==> config.mk <==
export PLATFORM = sky130hd
export DESIGN_NAME = descriptor_tx_flat
export DESIGN_NICKNAME = d
export VERILOG_FILES = /design/src/rtl/descriptor_tx_if.sv /design/src/rtl/descriptor_tx.sv /design/src/flat_wrapper.sv
export SDC_FILE = /design/constraint.sdc
export NUM_CORES = 1
export LEC_CHECK = 0
export ABC_AREA = 1
export ABC_CLOCK_PERIOD_IN_PS = 13700
export BUFFER_PORTS_ARGS = -buffer_cell sky130_fd_sc_hd__buf_2
export CORE_UTILIZATION = 65
export DETAILED_ROUTE_END_ITERATION = 16
export PLACE_DENSITY = 0.85
export SETUP_SLACK_MARGIN = 0.2
export SYNTH_ARGS = -nofsm -noshare
export SYNTH_HDL_FRONTEND = slang
export SYNTH_SLANG_ARGS = --single-unit
==> constraint.sdc <==
create_clock -name clk -period 13.7 [get_ports clk]
set_clock_uncertainty 0.15 [all_clocks]
set_input_delay 4.11 -clock clk [delete_from_list [all_inputs] [get_ports clk]]
set_output_delay 4.11 -clock clk [all_outputs]
set_load 0.05 [all_outputs]
==> src/rtl/descriptor_tx_if.sv <==
// Signal bundle between the descriptor stage and the descriptor UART transmitter:
// record inputs, end-of-image strobe, serial line and status outputs.
interface descriptor_tx_if;
   logic        descriptor_valid;
   logic [31:0] keypoint_value;
   logic [15:0] channel1;
   logic [15:0] channel2;
   logic [15:0] channel3;
   logic [15:0] channel4;
   logic        descriptor_done;
   logic        tx;
   logic        busy;
   logic        overflow;
   logic        tx_done;

   modport master (
      output descriptor_valid, keypoint_value, channel1, channel2, channel3, channel4,
             descriptor_done,
      input  tx, busy, overflow, tx_done
   );

   modport slave (
      input  descriptor_valid, keypoint_value, channel1, channel2, channel3, channel4,
             descriptor_done,
      output tx, busy, overflow, tx_done
   );
endinterface

==> src/rtl/descriptor_tx.sv <==
// Buffers descriptor records in a small FIFO and sends each one as a framed,
// XOR-checksummed 8N1 UART byte stream; flags image completion once drained.
module descriptor_tx #(
   parameter int unsigned CLKS_PER_BIT = 16,
   parameter int unsigned FIFO_DEPTH   = 4,
   parameter logic [7:0]  SYNC_BYTE    = 8'hA5
) (
   input logic            clk,
   input logic            rst_n,
   descriptor_tx_if.slave bus
);
   // state   | meaning
   // S_IDLE  | waiting for a record; pops FIFO head into the frame register
   // S_LOAD  | copies byte[idx] of the frame into the shift register, tx high
   // S_START | start bit, tx low for CLKS_PER_BIT cycles
   // S_DATA  | eight data bits, LSB first
   // S_STOP  | stop bit, tx high; then next byte or back to idle

   localparam int unsigned BCW = (CLKS_PER_BIT > 1) ? $clog2(CLKS_PER_BIT) : 1;
   localparam int unsigned PW  = (FIFO_DEPTH > 1) ? $clog2(FIFO_DEPTH) : 1;
   localparam int unsigned CW  = $clog2(FIFO_DEPTH + 1);
   localparam logic [BCW-1:0] BIT_LAST  = BCW'(CLKS_PER_BIT - 1);
   localparam logic [CW-1:0]  COUNT_MAX = CW'(FIFO_DEPTH);
   localparam logic [3:0]     LAST_BYTE = 4'd13;

   typedef enum logic [2:0] {
      S_IDLE,
      S_LOAD,
      S_START,
      S_DATA,
      S_STOP
   } state_t;

   state_t         state_q, state_d;
   logic [95:0]    mem_q [FIFO_DEPTH];
   logic [PW-1:0]  wr_ptr_q, rd_ptr_q;
   logic [CW-1:0]  count_q;
   logic           ovf_q, done_q, tx_done_q;
   logic [95:0]    frame_q;
   logic [3:0]     idx_q;
   logic [7:0]     sh_q;
   logic [BCW-1:0] bcnt_q;
   logic [2:0]     bitn_q;

   logic [95:0]    rec_in;
   logic [7:0]     byte_sel, chk;
   logic           push_ok, pop, bit_tc, fire, tx_o, busy_o;

   assign rec_in  = {bus.keypoint_value, bus.channel1, bus.channel2, bus.channel3, bus.channel4};
   assign bit_tc  = (bcnt_q == '0);
   // A pop on the same edge frees a slot, so a full FIFO still accepts.
   assign push_ok = bus.descriptor_valid && ((count_q != COUNT_MAX) || pop);
   assign fire    = done_q && (count_q == '0) && (state_q == S_IDLE);

   always_comb begin
      chk = '0;
      for (int k = 0; k < 12; k++) chk = chk ^ frame_q[8*k +: 8];
   end

   always_comb begin
      byte_sel = chk;
      if (idx_q == 4'd0) begin
         byte_sel = SYNC_BYTE;
      end else begin
         for (int k = 1; k <= 12; k++)
            if (idx_q == 4'(k)) byte_sel = frame_q[8*(12-k) +: 8];
      end
   end

   always_ff @(posedge clk or negedge rst_n) begin
      if (!rst_n) state_q <= S_IDLE;
      else        state_q <= state_d;
   end

   always_comb begin
      state_d = state_q;
      case (state_q)
         S_IDLE:  if (count_q != '0) state_d = S_LOAD;
         S_LOAD:  state_d = S_START;
         S_START: if (bit_tc) state_d = S_DATA;
         S_DATA:  if (bit_tc && (bitn_q == 3'd7)) state_d = S_STOP;
         S_STOP:  if (bit_tc) state_d = (idx_q != LAST_BYTE) ? S_LOAD : S_IDLE;
         default: state_d = S_IDLE;
      endcase
   end

   always_comb begin
      pop    = (state_q == S_IDLE) && (count_q != '0);
      busy_o = (count_q != '0) || (state_q != S_IDLE);
      case (state_q)
         S_START: tx_o = 1'b0;
         S_DATA:  tx_o = sh_q[0];
         default: tx_o = 1'b1;
      endcase
   end

   assign bus.tx       = tx_o;
   assign bus.busy     = busy_o;
   assign bus.overflow = ovf_q;
   assign bus.tx_done  = tx_done_q;

   always_ff @(posedge clk) begin
      if (push_ok) mem_q[wr_ptr_q] <= rec_in;
   end

   always_ff @(posedge clk or negedge rst_n) begin
      if (!rst_n) begin
         wr_ptr_q  <= '0;
         rd_ptr_q  <= '0;
         count_q   <= '0;
         ovf_q     <= 1'b0;
         done_q    <= 1'b0;
         tx_done_q <= 1'b0;
      end else begin
         if (push_ok) wr_ptr_q <= wr_ptr_q + PW'(1);
         if (pop)     rd_ptr_q <= rd_ptr_q + PW'(1);
         if (push_ok && !pop)      count_q <= count_q + CW'(1);
         else if (!push_ok && pop) count_q <= count_q - CW'(1);
         if (bus.descriptor_valid && !push_ok) ovf_q <= 1'b1;
         done_q    <= bus.descriptor_done | (done_q & ~fire);
         tx_done_q <= fire;
      end
   end

   always_ff @(posedge clk or negedge rst_n) begin
      if (!rst_n) begin
         frame_q <= '0;
         idx_q   <= '0;
         sh_q    <= '0;
         bcnt_q  <= '0;
         bitn_q  <= '0;
      end else begin
         case (state_q)
            S_IDLE: begin
               if (pop) begin
                  frame_q <= mem_q[rd_ptr_q];
                  idx_q   <= '0;
               end
            end
            S_LOAD: begin
               sh_q   <= byte_sel;
               bcnt_q <= BIT_LAST;
            end
            S_START: begin
               if (bit_tc) begin
                  bcnt_q <= BIT_LAST;
                  bitn_q <= '0;
               end else begin
                  bcnt_q <= bcnt_q - BCW'(1);
               end
            end
            S_DATA: begin
               if (bit_tc) begin
                  bcnt_q <= BIT_LAST;
                  if (bitn_q != 3'd7) begin
                     sh_q   <= sh_q >> 1;
                     bitn_q <= bitn_q + 3'd1;
                  end
               end else begin
                  bcnt_q <= bcnt_q - BCW'(1);
               end
            end
            S_STOP: begin
               if (bit_tc) begin
                  if (idx_q != LAST_BYTE) idx_q <= idx_q + 4'd1;
               end else begin
                  bcnt_q <= bcnt_q - BCW'(1);
               end
            end
            default: ;
         endcase
      end
   end
endmodule
==> src/flat_wrapper.sv <==
// flat-port wrapper written by rule: the top's interface ports become plain ports
module descriptor_tx_flat 
#(
   parameter int unsigned CLKS_PER_BIT = 16,
   parameter int unsigned FIFO_DEPTH   = 4,
   parameter logic [7:0]  SYNC_BYTE    = 8'hA5
)
  (clk, rst_n, bus_descriptor_valid, bus_keypoint_value, bus_channel1, bus_channel2, bus_channel3, bus_channel4, bus_descriptor_done, bus_tx, bus_busy, bus_overflow, bus_tx_done);
  descriptor_tx_if bus_i ();
  input logic clk;
  input logic rst_n;
  input wire logic [$bits(bus_i.descriptor_valid)-1:0] bus_descriptor_valid;
  input wire logic [$bits(bus_i.keypoint_value)-1:0] bus_keypoint_value;
  input wire logic [$bits(bus_i.channel1)-1:0] bus_channel1;
  input wire logic [$bits(bus_i.channel2)-1:0] bus_channel2;
  input wire logic [$bits(bus_i.channel3)-1:0] bus_channel3;
  input wire logic [$bits(bus_i.channel4)-1:0] bus_channel4;
  input wire logic [$bits(bus_i.descriptor_done)-1:0] bus_descriptor_done;
  output wire logic [$bits(bus_i.tx)-1:0] bus_tx;
  output wire logic [$bits(bus_i.busy)-1:0] bus_busy;
  output wire logic [$bits(bus_i.overflow)-1:0] bus_overflow;
  output wire logic [$bits(bus_i.tx_done)-1:0] bus_tx_done;
  assign bus_i.descriptor_valid = bus_descriptor_valid;
  assign bus_i.keypoint_value = bus_keypoint_value;
  assign bus_i.channel1 = bus_channel1;
  assign bus_i.channel2 = bus_channel2;
  assign bus_i.channel3 = bus_channel3;
  assign bus_i.channel4 = bus_channel4;
  assign bus_i.descriptor_done = bus_descriptor_done;
  assign bus_tx = bus_i.tx;
  assign bus_busy = bus_i.busy;
  assign bus_overflow = bus_i.overflow;
  assign bus_tx_done = bus_i.tx_done;
  descriptor_tx #(.CLKS_PER_BIT(CLKS_PER_BIT), .FIFO_DEPTH(FIFO_DEPTH), .SYNC_BYTE(SYNC_BYTE)) u_core (.clk(clk), .rst_n(rst_n), .bus(bus_i));
endmodule
==> flow_metrics.py, run 1 <==
metrics = {
    "grt": {
        "initial_antenna_violation_count": 1,
        "grt_pass1_wl_mm": 79.6,
        "global_route.overflow_total": 0,
        "pin_count_of_the_biggest_net_entering_global_routing": 101,
        "first_global_vias": 15100,
        "total_routing_usage_reported_by_global_routing_pct": 30.5,
    },
    "critical_path": {
        "worstPathArrival_ns": 6.03,
        "cp.required_ns": 13.73,
        "cp_max_fo": 52,
        "critical_path_class": "input port to flop",
        "setup.worst_path.end_class": "flop",
        "timing.reg2reg.worst_path_depth": 16,
        "critPathLaunchType": "input port",
    },
    "routing": {
        "routed-wl-met2_mm": 25.7,
        "drt_iter0_drc": 1618,
        "drt_first_pass_iters": 7,
        "detail_route.wl_per_cell_um": 19.8,
        "drt_wl_total_mm": 51.6,
        "dr.max_layer_used": "met4",
        "vias_per_cell": 6.02,
        "ant_nets": 0,
        "route.detailed.drc": 0,
        "wl_met1_mm": 20.1,
        "vias": 15700,
        "wl_met3_mm": 4.26,
    },
    "timing": {
        "tightestPinTransition_ns": 1.05,
        "setup_total_negative_slack_ns": 0,
        "timing.final.max_slew_violations": 0,
        "period_minus_slack_ns": 6.00,
        "hold-worst-slack_ns": 0.329,
        "setup_ws_ns": 7.70,
        "portion_of_the_clock_cycle_consumed_by_the_worst_path_in_the_final_layout_pct": 43.8,
        "finalSetupViolations": 0,
        "timing.slew.headroom_pct": 30.0,
        "timing_hold_violations_final": 0,
        "grt_setup_unrepaired": "no",
        "fmax_mhz": 167,
    },
    "synth": {
        "netlist.top_cell.by_area": "sky130_fd_sc_hd__edfxtp_1",
        "syn-cell-area_mm2": 0.0218,
        "synth_enable_flop_cells": 384,
        "syn-instance-count": 2047,
        "synthTopCellsByArea": "sky130_fd_sc_hd__edfxtp_1, sky130_fd_sc_hd__dfrtp_1, sky130_fd_sc_hd__nand2_1, sky130_fd_sc_hd__o21ai_0, sky130_fd_sc_hd__nor2_1",
        "synth_top_cell_area_share_pct": 52.8,
        "synth.yosys.seq_area_share_pct": 67.5,
        "synth-async-reset-ratio_pct": 25.0,
        "synthesis.nets": 2160,
        "syn_avg_cell_area_um2": 10.7,
        "yosys_warn_count": 0,
        "post_synth_num_cell_types": 38,
        "postSynthRegisterBits": 512,
        "ys_dominant_reg_cell": "sky130_fd_sc_hd__edfxtp_1",
    },
    "clock_tree": {
        "clock_sink_count": 512,
        "cts.clk_slew.worst_paths_ns": 0.06,
        "postCtsHoldBufs": 0,
        "cts_buffer_depth": 3,
        "cts_setup_buffers": 0,
        "cts_buffers": 49,
        "worstSkewPairLatency_ns": 0.55,
        "cts_root_buf": "sky130_fd_sc_hd__clkbuf_16",
        "h-tree-depth": 2,
        "tritoncts": "built",
        "cts-resized-gates": 0,
    },
    "run": {
        "cap_viol_max_count": 0,
    },
    "placement": {
        "buffer_ports.inserted": 103,
        "instance_area_at_placement_mm2": 0.0227,
        "dp_hpwl_mm": 31.3,
        "globalplace.congestion": 0.947,
        "dp_slack_ns": 7.12,
    },
    "floorplan": {
        "io-pin-count": 104,
        "rows": 66,
        "floorplan.die.width_um": 185,
        "start_util_pct": 66.6,
        "design.die.area_mm2": 0.0343,
        "fp.coreArea_mm2": 0.0328,
        "fp.dieH_um": 185,
    },
    "power": {
        "worst_ir_drop_vdd_mv": 0.126,
        "power_frac_comb_pct": 8.7,
        "power.share.clock_pct": 36.3,
        "internal-power_w": 0.00275,
        "powerDensity_mw_per_mm2": 149,
        "switching_share_of_power_pct": 23.8,
        "sequential_fraction_of_design_power_pct": 55.1,
        "total_switching_power_w": 0.000861,
        "leakage_component_of_the_power_nw": 9.32,
    },
    "finish": {
        "layout_commonest_cell": "sky130_fd_sc_hd__edfxtp_1",
        "final_nets": 2241,
        "drive_above_1_share_pct": 11.3,
        "area.growth.synth_to_final_pct": 11.1,
        "final_cell_mix": "sky130_fd_sc_hd__edfxtp_1, sky130_fd_sc_hd__nand2_1, sky130_fd_sc_hd__nor2_1, sky130_fd_sc_hd__o21ai_0, sky130_fd_sc_hd__inv_1",
        "design_area_mm2": 0.0243,
    },
    "run_status": {
        "run_status": "finished, final reports clean",
    },
    "hold_path": {
        "holdPathStages": 1,
        "worst_hold_path_type": "flop to flop",
    },
}
synth_stat cells, types with 12 or more instances:
library cell,count
sky130_fd_sc_hd__o21ai_0,233
sky130_fd_sc_hd__a21oi_1,34
sky130_fd_sc_hd__dfrtp_1,128
sky130_fd_sc_hd__clkbuf_1,61
sky130_fd_sc_hd__a31oi_1,18
sky130_fd_sc_hd__xor2_1,25
sky130_fd_sc_hd__xnor2_1,17
sky130_fd_sc_hd__edfxtp_1,384
sky130_fd_sc_hd__o22ai_1,78
sky130_fd_sc_hd__nand2_1,362
sky130_fd_sc_hd__nor2_1,278
sky130_fd_sc_hd__inv_2,27
sky130_fd_sc_hd__o21ai_1,77
sky130_fd_sc_hd__ha_1,12
sky130_fd_sc_hd__nand3_1,94
sky130_fd_sc_hd__buf_2,21
sky130_fd_sc_hd__inv_1,143
per-stage QoR:
step / util [%] / total power [W] / instances
final: 74.0 / 0.00361 / 2612
after global routing: 74.0 / 0.00373 / 2612
after CTS: 74.0 / 0.00362 / 2611
after detailed placement: 69.2 / 0.00233 / 2519
after global placement: 69.2 / 0.00231 / 2519
after floorplan: - / 0.00220 / 2047
final cells by class:
type | count | area [µm²]
clock inverter | 25 | 190
fill | 2096 | 8530
multi-input combinational | 1273 | 6080
tap | 442 | 553
clock buffer | 67 | 1390
sequential | 512 | 14700
timing repair buffer | 120 | 646
antenna | 1 | 2.50
inverter | 172 | 653
cells by family after synthesis:
kind of cell             count (synthesis)  synth area share, %
XOR/XNOR                                42                 1.68
buffers and inverters                  262                 4.81
AND/OR/NAND/NOR                        770                 14.3
AO/OA/AOI/OAI                          447                 10.9
adder cells (fa/ha/maj)                 13                0.779
flip-flops                             512                 67.5
multiplexers                             1               0.0516
power by group through the flow:
stage	Combinational (W)	Clock [W]	Sequential, W
detailed placement	0.000313	0	0.00202
CTS	0.000316	0.00132	0.00199
floorplan	0.000164	0	0.00204
finish	0.000313	0.00131	0.00199
global placement	0.000305	0	0.00200
global route	0.000340	0.00138	0.00200
per-layer routing:
| layer | vias up | global-route usage [%] |
|---|---|---|
| li1 | 7201 | - |
| met1 | 7623 | 40.2 |
| met2 | 788 | 51.1 |
| met3 | 124 | 5.07 |
| met4 | 0 | 11.1 |
| met5 | - | 0 |
sequential cells by signal, indices dropped and copies added (netlist names):
| register | cells |
|---|---|
| u_core.frame_q | 96 |
| u_core.wr_ptr_q | 2 |
| u_core.state_q | 3 |
| u_core.sh_q | 8 |
| u_core.idx_q | 4 |
| u_core.bcnt_q | 4 |
| u_core.rd_ptr_q | 2 |
| u_core.done_q | 1 |
| u_core.bus.tx_done | 1 |
| u_core.mem_q | 384 |
| u_core.count_q | 3 |
| u_core.bitn_q | 3 |
| u_core.bus.overflow | 1 |
worst max-delay path, stage by stage:
cell and delay [ns]:
sky130_fd_sc_hd__buf_2 0.10, sky130_fd_sc_hd__nand2_1 0.28, sky130_fd_sc_hd__nor2_4 0.15, sky130_fd_sc_hd__buf_4 0.58, sky130_fd_sc_hd__buf_4 0.76
path summary, 6_finish.rpt:
check / startpoint / to / slack [ns]
worst max-delay path: bus_descriptor_valid / u_core.mem_q[1][30] / 7.70
worst min register to register: u_core.bcnt_q[0] / u_core.bcnt_q[0] / 0.33
max in group asynchronous: rst_n / u_core.rd_ptr_q[1] / 8.42
worst min-delay path: u_core.bcnt_q[0] / u_core.bcnt_q[0] / 0.33
min in group asynchronous: rst_n / u_core.bus.tx_done / 3.50
worst max register to register: u_core.bcnt_q[0] / u_core.mem_q[1][30] / 8.45
No activity file was read; power rests on OpenSTA's default activity.
==> inputs of run 2 (changes only) <==
Settings changed: ABC_CLOCK_PERIOD_IN_PS 13700 to 5300, CORE_UTILIZATION 65 to 55, PLACE_DENSITY 0.85 to 0.76.
Clock period 13.7 ns to 5.3 ns, I/O delays scaled along.
==> run 2 against run 1 <==
  * Worst hold slack lost 0.013 ns
  * Sequential power grew to 2.6 times the previous value
  * Worst setup slack lost 6.4 ns
  * Die area grew 18%
  * Utilization shrank 11 points
  * Total power grew to 2.6 times the previous value
  * Sequential share of layout area shrank 0.40 points
  * Non-clock buffer count is the same
  * Highest routed layer unchanged
==> flow_metrics.py, run 2 (same netlist as run 1, synthesis figures left out) <==
metrics = {
    "run_status": {
        "run_status": "finished, final reports clean",
    },
    "critical_path": {
        "worstPathArrival_ns": 4.29,
        "timing.critical_path.to": "u_core.rd_ptr_q[1]",
        "timing.reg2reg.setup_slack_ns": 1.29,
        "critical_path_class": "flop to flop",
        "cp.required_ns": 5.59,
        "critPathLaunchType": "flop",
        "setup.worst_path.end_class": "flop",
        "critical_path.slowest_cell": "sky130_fd_sc_hd__buf_4",
        "terminus_of_the_critical_flop_to_flop_path": "u_core.rd_ptr_q[1]",
        "worstPathCellList": "inv_1 > ha_1 > inv_1 > nor3_1 > o21ai_1 > nand2_1 > and3_1 > inv_2 > nor2_4 > buf_4 > buf_4 > nand2_1 > xor2_1",
        "cp_max_fo": 99,
        "timing.reg2reg.worst_path_depth": 13,
        "r2r_start": "u_core.bcnt_q[0]",
        "cp-startpoint": "u_core.bcnt_q[0]",
        "timing.critical_path.slowest_cell_delay_ns": 0.85,
    },
    "clock_tree": {
        "cts.clk_slew.worst_paths_ns": 0.06,
        "clock_sink_count": 512,
        "worstSkewPairLatency_ns": 0.59,
        "tritoncts": "built",
        "cts-resized-gates": 0,
        "postCtsHoldBufs": 0,
        "cts_buffer_depth": 3,
        "cts_root_buf": "sky130_fd_sc_hd__clkbuf_16",
        "cts_buffers": 50,
        "cts_setup_buffers": 0,
        "h-tree-depth": 2,
    },
    "floorplan": {
        "rows": 72,
        "fp.dieH_um": 201,
        "fp.coreArea_mm2": 0.0389,
        "start_util_pct": 56.1,
        "design.die.area_mm2": 0.0405,
        "io-pin-count": 104,
        "floorplan.die.width_um": 201,
    },
    "placement": {
        "placed_cells": 2595,
        "dp_hpwl_mm": 32.2,
        "buffer_ports.inserted": 103,
        "globalplace.congestion": 0.947,
    },
    "grt": {
        "total_routing_usage_reported_by_global_routing_pct": 25.5,
        "initial_antenna_violation_count": 0,
        "global_route.overflow_total": 0,
        "grt_pass1_wl_mm": 80.5,
        "pin_count_of_the_biggest_net_entering_global_routing": 117,
        "first_global_vias": 14800,
    },
    "power": {
        "switching_share_of_power_pct": 23.8,
        "totalPowerFinal_w": 0.00935,
        "worst_ir_drop_vdd_mv": 0.280,
        "sequential_fraction_of_design_power_pct": 54.8,
        "power.share.clock_pct": 36.2,
        "power_frac_comb_pct": 8.9,
        "leakage_component_of_the_power_nw": 9.34,
        "internal-power_w": 0.00713,
        "total_switching_power_w": 0.00222,
        "powerDensity_mw_per_mm2": 383,
    },
    "timing": {
        "portion_of_the_clock_cycle_consumed_by_the_worst_path_in_the_final_layout_pct": 75.6,
        "timing.final.max_slew_violations": 0,
        "grt_setup_unrepaired": "no",
        "timing_hold_violations_final": 0,
        "fmax_mhz": 250,
        "finalSetupViolations": 0,
        "tightestPinTransition_ns": 0.967,
        "timing.slew.headroom_pct": 35.5,
        "period_minus_slack_ns": 4.01,
    },
    "finish": {
        "reg_top3": "u_core.mem_q (384), u_core.frame_q (96), u_core.sh_q (8)",
        "final_nets": 2242,
        "drive_above_1_share_pct": 10.9,
        "largest_register_by_flop_count": "u_core.mem_q",
        "final_cells": 2689,
        "area.growth.synth_to_final_pct": 11.8,
        "largest_register_ffs": 384,
        "antenna-diode-count": 0,
        "layout_commonest_cell": "sky130_fd_sc_hd__edfxtp_1",
        "final_cell_mix": "sky130_fd_sc_hd__edfxtp_1, sky130_fd_sc_hd__nand2_1, sky130_fd_sc_hd__nor2_1, sky130_fd_sc_hd__o21ai_0, sky130_fd_sc_hd__inv_1",
    },
    "routing": {
        "dr.max_layer_used": "met4",
        "vias_per_cell": 5.69,
        "detail_route.wl_per_cell_um": 19.0,
        "wl_met3_mm": 3.27,
        "drt_first_pass_iters": 6,
        "route.detailed.drc": 0,
        "wl_met1_mm": 21.6,
        "drt_wl_total_mm": 51.2,
        "routed-wl-met2_mm": 24.7,
        "drt_iter0_drc": 1529,
        "ant_nets": 0,
        "vias": 15300,
    },
    "hold_path": {
        "holdPathStages": 1,
        "worst_hold_path_type": "flop to flop",
    },
    "run": {
        "cap_viol_max_count": 0,
    },
}
==> run 2: routing by layer <==
layer,track usage [%],vias up
met5,0,-
met4,10.5,0
met3,3.73,88
met2,41.6,555
met1,34.7,7455
li1,-,7206
==> run 2: critical path: cells and delay by family (launching register included) <==
family,cells,cell delay (ns)
AOI/OAI and AO/OA,1,0.13
xor gates and xnor gates,1,0.19
buffers and inverters,5,1.77
and+or+nand+nor,5,0.95
DFF,1,0.38
adders and majority gates,1,0.17
==> run 2: layout make-up <==
type	count	area, µm²
Sequential cell	512	14700
Fill cell	3027	14500
Multi-Input combinational cell	1273	6080
Clock buffer	71	1400
Timing Repair Buffer	120	733
Inverter	172	653
Tap cell	518	648
Clock inverter	23	151
==> run 2: how the worst min path moves through the flow <==
stage,start,to
final,u_core.bcnt_q[0],u_core.bcnt_q[0]
after CTS,u_core.bcnt_q[0],u_core.bcnt_q[0]
after floorplan,u_core.bcnt_q[0],u_core.bcnt_q[0]
after global routing,u_core.bus.overflow,u_core.bus.overflow
after detailed placement,u_core.bus.overflow,u_core.bus.overflow
after global placement,u_core.bcnt_q[0],u_core.bcnt_q[0]
==> run 2: stage by stage <==
stage | util (%) | TNS (ns) | setup WS [ns] | hold WS (ns) | area, µm²
finish | 62.7 | 0 | 1.29 | 0.316 | 24400
global route | 62.7 | 0 | 0.961 | 0.328 | 24400
global placement | 58.7 | 0 | 1.52 | 0.314 | 22900
floorplan | - | -445.90 | -1.16 | 0.293 | 21800
detailed placement | 58.7 | 0 | 1.38 | 0.307 | 22900
CTS | 62.7 | 0 | 1.36 | 0.319 | 24400
==> run 2: power by group through the flow <==
stage / Clock, W / Sequential [W] / Combinational (W)
final: 0.00339 / 0.00513 / 0.000834
after floorplan: 0 / 0.00527 / 0.000425
after global placement: 0 / 0.00517 / 0.000841
after CTS: 0.00343 / 0.00512 / 0.000857
after global routing: 0.00358 / 0.00516 / 0.000919
after detailed placement: 0 / 0.00520 / 0.000852
